--- config.mk ---
export PLATFORM = sky130hd
export DESIGN_NAME = cc_sar_search
export DESIGN_NICKNAME = d
export VERILOG_FILES = /design/src/rtl/cc_sar_pkg.sv /design/src/rtl/cc_sar_search.sv
export SDC_FILE = /design/constraint.sdc
export NUM_CORES = 1
export LEC_CHECK = 0
export ABC_AREA = 1
export BUFFER_PORTS_ARGS = -buffer_cell sky130_fd_sc_hd__buf_2
export CAP_MARGIN = 20
export CORE_MARGIN = 4
export CORE_UTILIZATION = 26
export CTS_CLUSTER_DIAMETER = 120
export DETAILED_ROUTE_END_ITERATION = 12
export GPL_TIMING_DRIVEN = 0
export PLACE_DENSITY = 0.42
export SLEW_MARGIN = 20
export SYNTH_ARGS = -nofsm -noshare
export SYNTH_HDL_FRONTEND = slang
export SYNTH_SLANG_ARGS = --single-unit
export TNS_END_PERCENT = 30
--- constraint.sdc ---
create_clock -name CC_SARSEARCH_CLOCK_50 -period 5.2 [get_ports CC_SARSEARCH_CLOCK_50]
set_input_delay 1.04 -clock CC_SARSEARCH_CLOCK_50 [delete_from_list [all_inputs] [get_ports CC_SARSEARCH_CLOCK_50]]
set_output_delay 1.04 -clock CC_SARSEARCH_CLOCK_50 [all_outputs]
set_load 0.01 [all_outputs]
--- src/rtl/cc_sar_pkg.sv ---
// Shared definitions for the successive-approximation search engine:
// FSM state encoding and the comparator-flag sanity helper.
package cc_sar_pkg;

  typedef enum logic [1:0] {
    ST_IDLE  = 2'd0,
    ST_TRIAL = 2'd1,
    ST_DONE  = 2'd2
  } sar_state_e;

  // A consistent comparator asserts exactly one of {gt, lt, eq}.
  function automatic logic flags_onehot(input logic [2:0] flags);
    return (flags == 3'b100) || (flags == 3'b010) || (flags == 3'b001);
  endfunction

endpackage

--- src/rtl/cc_sar_search.sv ---
// Successive-approximation search: drives a trial value into an external
// magnitude comparator and narrows one bit per clock from its flags.
module cc_sar_search
  import cc_sar_pkg::*;
#(
  parameter int NUMBER_DATAWIDTH = 8,
  localparam int IW = (NUMBER_DATAWIDTH > 1) ? $clog2(NUMBER_DATAWIDTH) : 1,
  localparam int CW = $clog2(NUMBER_DATAWIDTH + 1)
) (
  input  logic                        CC_SARSEARCH_CLOCK_50,
  input  logic                        CC_SARSEARCH_RESET_InLow,
  input  logic                        CC_SARSEARCH_start_In,
  input  logic                        CC_SARSEARCH_greaterthan_In,
  input  logic                        CC_SARSEARCH_lessthan_In,
  input  logic                        CC_SARSEARCH_equal_In,
  output logic [NUMBER_DATAWIDTH-1:0] CC_SARSEARCH_trial_OutBUS,
  output logic [NUMBER_DATAWIDTH-1:0] CC_SARSEARCH_result_OutBUS,
  output logic                        CC_SARSEARCH_busy_Out,
  output logic                        CC_SARSEARCH_done_Out,
  output logic                        CC_SARSEARCH_error_Out,
  output logic [CW-1:0]               CC_SARSEARCH_count_OutBUS
);

  localparam int N = NUMBER_DATAWIDTH;
  localparam logic [IW-1:0] IDX_TOP  = IW'(N - 1);
  localparam logic [IW-1:0] IDX_ZERO = {IW{1'b0}};
  localparam logic [IW-1:0] IDX_ONE  = IW'(1);
  localparam logic [CW-1:0] CNT_ONE  = CW'(1);
  localparam logic [N-1:0]  MSB_ONE  = {1'b1, {(N-1){1'b0}}};

  sar_state_e    state_q, state_d;
  logic [N-1:0]  trial_q, trial_d;
  logic [N-1:0]  result_q, result_d;
  logic [IW-1:0] index_q, index_d;
  logic [CW-1:0] count_q, count_d;
  logic          error_q, error_d;
  logic          busy_q, busy_d;
  logic          done_q, done_d;
  logic [N-1:0]  trial_upd_s;
  logic [2:0]    flags_s;

  assign flags_s = {CC_SARSEARCH_greaterthan_In, CC_SARSEARCH_lessthan_In,
                    CC_SARSEARCH_equal_In};

  // State and datapath registers; busy/done are registered from next state.
  always_ff @(posedge CC_SARSEARCH_CLOCK_50 or negedge CC_SARSEARCH_RESET_InLow) begin
    if (!CC_SARSEARCH_RESET_InLow) begin
      state_q  <= ST_IDLE;
      trial_q  <= {N{1'b0}};
      result_q <= {N{1'b0}};
      index_q  <= IDX_TOP;
      count_q  <= {CW{1'b0}};
      error_q  <= 1'b0;
      busy_q   <= 1'b0;
      done_q   <= 1'b0;
    end else begin
      state_q  <= state_d;
      trial_q  <= trial_d;
      result_q <= result_d;
      index_q  <= index_d;
      count_q  <= count_d;
      error_q  <= error_d;
      busy_q   <= busy_d;
      done_q   <= done_d;
    end
  end

  // Next-state and one-decision-per-clock search step.
  always_comb begin
    state_d     = state_q;
    trial_d     = trial_q;
    result_d    = result_q;
    index_d     = index_q;
    count_d     = count_q;
    error_d     = error_q;
    // gt keeps the tested bit, lt clears it; bit was set when it became the trial bit
    trial_upd_s = trial_q;
    trial_upd_s[index_q] = trial_q[index_q] & ~CC_SARSEARCH_lessthan_In;

    case (state_q)
      ST_IDLE: begin
        if (CC_SARSEARCH_start_In) begin
          trial_d = MSB_ONE;
          index_d = IDX_TOP;
          count_d = {CW{1'b0}};
          error_d = 1'b0;
          state_d = ST_TRIAL;
        end else begin
          state_d = ST_IDLE;
        end
      end
      ST_TRIAL: begin
        count_d = count_q + CNT_ONE;
        if (!flags_onehot(flags_s)) begin
          error_d  = 1'b1;
          result_d = {N{1'b0}};
          state_d  = ST_DONE;
        end else if (CC_SARSEARCH_equal_In) begin
          result_d = trial_q;
          state_d  = ST_DONE;
        end else if (index_q == IDX_ZERO) begin
          trial_d  = trial_upd_s;
          result_d = trial_upd_s;
          state_d  = ST_DONE;
        end else begin
          trial_d  = trial_upd_s;
          trial_d[index_q - IDX_ONE] = 1'b1;
          index_d  = index_q - IDX_ONE;
          state_d  = ST_TRIAL;
        end
      end
      ST_DONE: begin
        state_d = ST_IDLE;
      end
      default: begin
        state_d = ST_IDLE;
      end
    endcase

    busy_d = (state_d == ST_TRIAL) || (state_d == ST_DONE);
    done_d = (state_d == ST_DONE);
  end

  assign CC_SARSEARCH_trial_OutBUS  = trial_q;
  assign CC_SARSEARCH_result_OutBUS = result_q;
  assign CC_SARSEARCH_busy_Out      = busy_q;
  assign CC_SARSEARCH_done_Out      = done_q;
  assign CC_SARSEARCH_error_Out     = error_q;
  assign CC_SARSEARCH_count_OutBUS  = count_q;

endmodule

==> summary.md <==
| Metric | Value |
|---|---|
| CTS sink count | 28 |
| Final worst-path cycle share | 0.4372 |
| Share of cells above drive strength 1 | 0.1908 |
| PD cells | 422.0 nW/um2 |
| Routed wire length | 4629 um |
| Synth area leader | dfrtp_1 |
| DR WL/cell | 13.74 um |
| Worst vdd ir | ~150 uV |
| Yosys top cell area share | 0.3748 |
| Fmax | around 0.44 GHz |
| Ys async rst share | 1.000 |
| Root Buffer Master | clkbuf_8 |
| CTS tree | yes |
| Primary FF master, synth | dfrtp_1 |
| DP HPWL | 3460 um |
| CP Data Arrival Time | 2500 ps |
| Slew HR | 0.5664 |
| Setup TNS | 0 ps |
| # DRC | 0 |
| Yosys warns | 0 |
| Longest Clk Path Bufs | 2 |
| Seq/Total Area, Yosys | 0.4220 |
| Final setup viols | 0 |
| Post-CTS setup buffers | 0 |
| Yosys reg bits | 28 |
| R2r setup slk | 2930 ps |
| Post-synthesis instance total | between 200 and 250 |
| Pleak | between 1 and 1.5 nW |
| Mean Syn Cell Area | slightly above 7 um2 |
| Top cells by count, synth | nand2_1 (66), nand3_1 (40), dfrtp_1 (25), nor2_1 (25), inv_1 (23) |
| Die area | roughly 7800 um2 |
| Rows | 28 |
| Required time worst endpoint | 5430 ps |
| Status | finished, final reports clean |
| Worst skew pair latency | 280 ps |
| Crit-path max FO | 11 |
| Slew @ Worst Pin | 650.5 ps |
| # placed instances | 333 |
| Htree depth | 1 |
| Fin. Hold Viols | 0 |
| Post-route ant nets | 0 |
| GRT overflow | 0 |
| Vias | 1524 |
| Mapped Nets | 240 |
| Startpoint type of the worst setup path | flop |
| Pre-CTS setup slack | just under 3000 ps |
| Hold_buf cts | 0 |
| Top cells by area, synth | dfrtp_1 (37%), nand2_1 (15%), nand3_1 (12%) |
| Core ar. | about 6000 um2 |
| Initial antenna violation count | 0 |
| TritonCTS Buffers | 3 |
| Fin nets | 273 |
| GPL Wtd Cong | just over 0.8 |
| Worst-path clk slew | 110 ps |
| Vias/cell | approximately 4.5 |
| Final worst slack | slightly below 3000 ps |
| Util after Layout | 0.3258 |
| Layout fillers | 693 |
| Crit end category | flop |
| Ports | 29 |
| Area Overhead vs Synth | 18.29% |
| EDFF count, synth | 0 |
| Number of iterations in the first detailed-routing pass | 4 |
| CTS resizes | 0 |
| Largest net degree at the start of global routing | 29 |
| Initial Util | 0.2754 |
| First-pass GRT wire length | 7755 um |
| Crit Path Category | reg2reg |
| Post-synthesis cell area | 1669 um2 |
| Chip Height | 88.12 um |
| Layout Cells excl Fill | 337 |
| Number of global-route vias before repair | around 1500 |
| Max-cap violations | 0 |
| Yosys cell types | 23 |
| Fin Hold WS | 510.6 ps |
| Final min period | 2274 ps |
| Worst Skew | 1.598 ps |
| Worst Hold Class | reg2reg |
| Iter 0 DRT Violations | 49 |
| PortBufs | 28 |
| Inserted Diodes | 0 |
| Most frequent cell after synthesis | nand2_1 |
| RSZ-0062 raised after global routing | no |
| GRT Total Usage | 0.1307 |
| Final Max Slew Viols | 0 |
| Die Width | 88.12 um |
## registers in the layout, summed over array words and instances, names as in the netlist
| name | flops |
|---|---|
| CC_SARSEARCH_busy_Out | 1 |
| CC_SARSEARCH_error_Out | 1 |
| state_q | 2 |
| index_q | 3 |
| CC_SARSEARCH_result_OutBUS | 8 |
| CC_SARSEARCH_done_Out | 1 |
| CC_SARSEARCH_count_OutBUS | 4 |
| CC_SARSEARCH_trial_OutBUS | 8 |
## per-stage QoR
stage / area (um2) / power, mW
after CTS: 1974 / 0.8521
after floorplan: 1669 / 0.5432
final: 1974 / 0.8332
after detailed placement: 1903 / 0.6668
after global routing: 1974 / 0.9084
after global placement: 1903 / 0.6631
## report_power, final
group          switching (mW)  leakage, nW  internal (mW)
logic                   0.229        0.676          0.118
clock network          0.0766       0.0357          0.103
registers              0.0343        0.363          0.273
## placed cells by master, fill, tap and decap left out, drive strengths merged
| cell type | netlist | routed |
|---|---|---|
| nand2 | 71 | 71 |
| nand3 | 41 | 41 |
| buf | 2 | 30 |
| nor2 | 28 | 28 |
| dfrtp | 25 | 25 |
| inv | 25 | 25 |
| o21ai | 14 | 14 |
| a21oi | 7 | 7 |
| clkbuf | 3 | 6 |
| ha | 4 | 4 |
| dfstp | 3 | 3 |
| xnor2 | 2 | 2 |
| a22oi | 2 | 2 |
| or2 | 1 | 1 |
| nor3 | 1 | 1 |
| xor2 | 1 | 1 |
| bufinv | 0 | 1 |
## final timing paths
check                                                          start                                         to  depth (start not counted)
max                                           index_q[0]$_DFFE_PN1P_  CC_SARSEARCH_result_OutBUS[1]$_DFFE_PN0P_                         12
max in group asynchronous                   CC_SARSEARCH_RESET_InLow  CC_SARSEARCH_result_OutBUS[3]$_DFFE_PN0P_                          1
min                        CC_SARSEARCH_result_OutBUS[5]$_DFFE_PN0P_  CC_SARSEARCH_result_OutBUS[5]$_DFFE_PN0P_                          2
max reg2reg                                   index_q[0]$_DFFE_PN1P_  CC_SARSEARCH_result_OutBUS[1]$_DFFE_PN0P_                         12
min in group asynchronous                   CC_SARSEARCH_RESET_InLow   CC_SARSEARCH_trial_OutBUS[4]$_DFFE_PN0P_                          1
min reg2reg                CC_SARSEARCH_result_OutBUS[5]$_DFFE_PN0P_  CC_SARSEARCH_result_OutBUS[5]$_DFFE_PN0P_                          2
## critical path, cell delays in order, from the launching register on
cell      delay (ps)
dfstp_2          370
clkbuf_2         160
inv_1            170
buf_2            270
ha_1             180
inv_1             40
nor2_2           220
nand2_2          190
nand2_2          140
nand2_2          140
a21oi_1          160
nand2_1          110
nand2_1           70
## layout make-up
class / instances / area (um2) / share of cell area
buffer: 5 / 22.52 / 0.01141
clock buffer: 3 / 41.29 / 0.02091
sequential: 28 / 704.4 / 0.3568
clock inverter: 1 / 30.03 / 0.01521
tap: 75 / 93.84 / 0.04753
timing repair buffer: 28 / 140.1 / 0.07098
inverter: 25 / 93.84 / 0.04753
multi-input combinational: 172 / 848.3 / 0.4297
## layer usage
| layer | vias to the layer above | wire length (um) | GRT usage |
|---|---|---|---|
| met3 | 4 | 228 | 0.01976 |
| li1 | 796 | - | - |
| met5 | - | 0 | 0 |
| met2 | 30 | 2074 | 0.2055 |
| met1 | 694 | 2295 | 0.1869 |
| met4 | 0 | 30 | 0.03571 |
## logic make-up after synthesis
group,after synthesis,synth area share
AO/OA/AOI/OAI,23,0.07196
adder cells (fa/ha/maj),4,0.02999
buffers and inverters,30,0.06971
XOR/XNOR,3,0.01575
AND/OR/NAND/NOR,142,0.3906
flip-flops,28,0.4220
No activity file was read; power rests on OpenSTA's default activity.
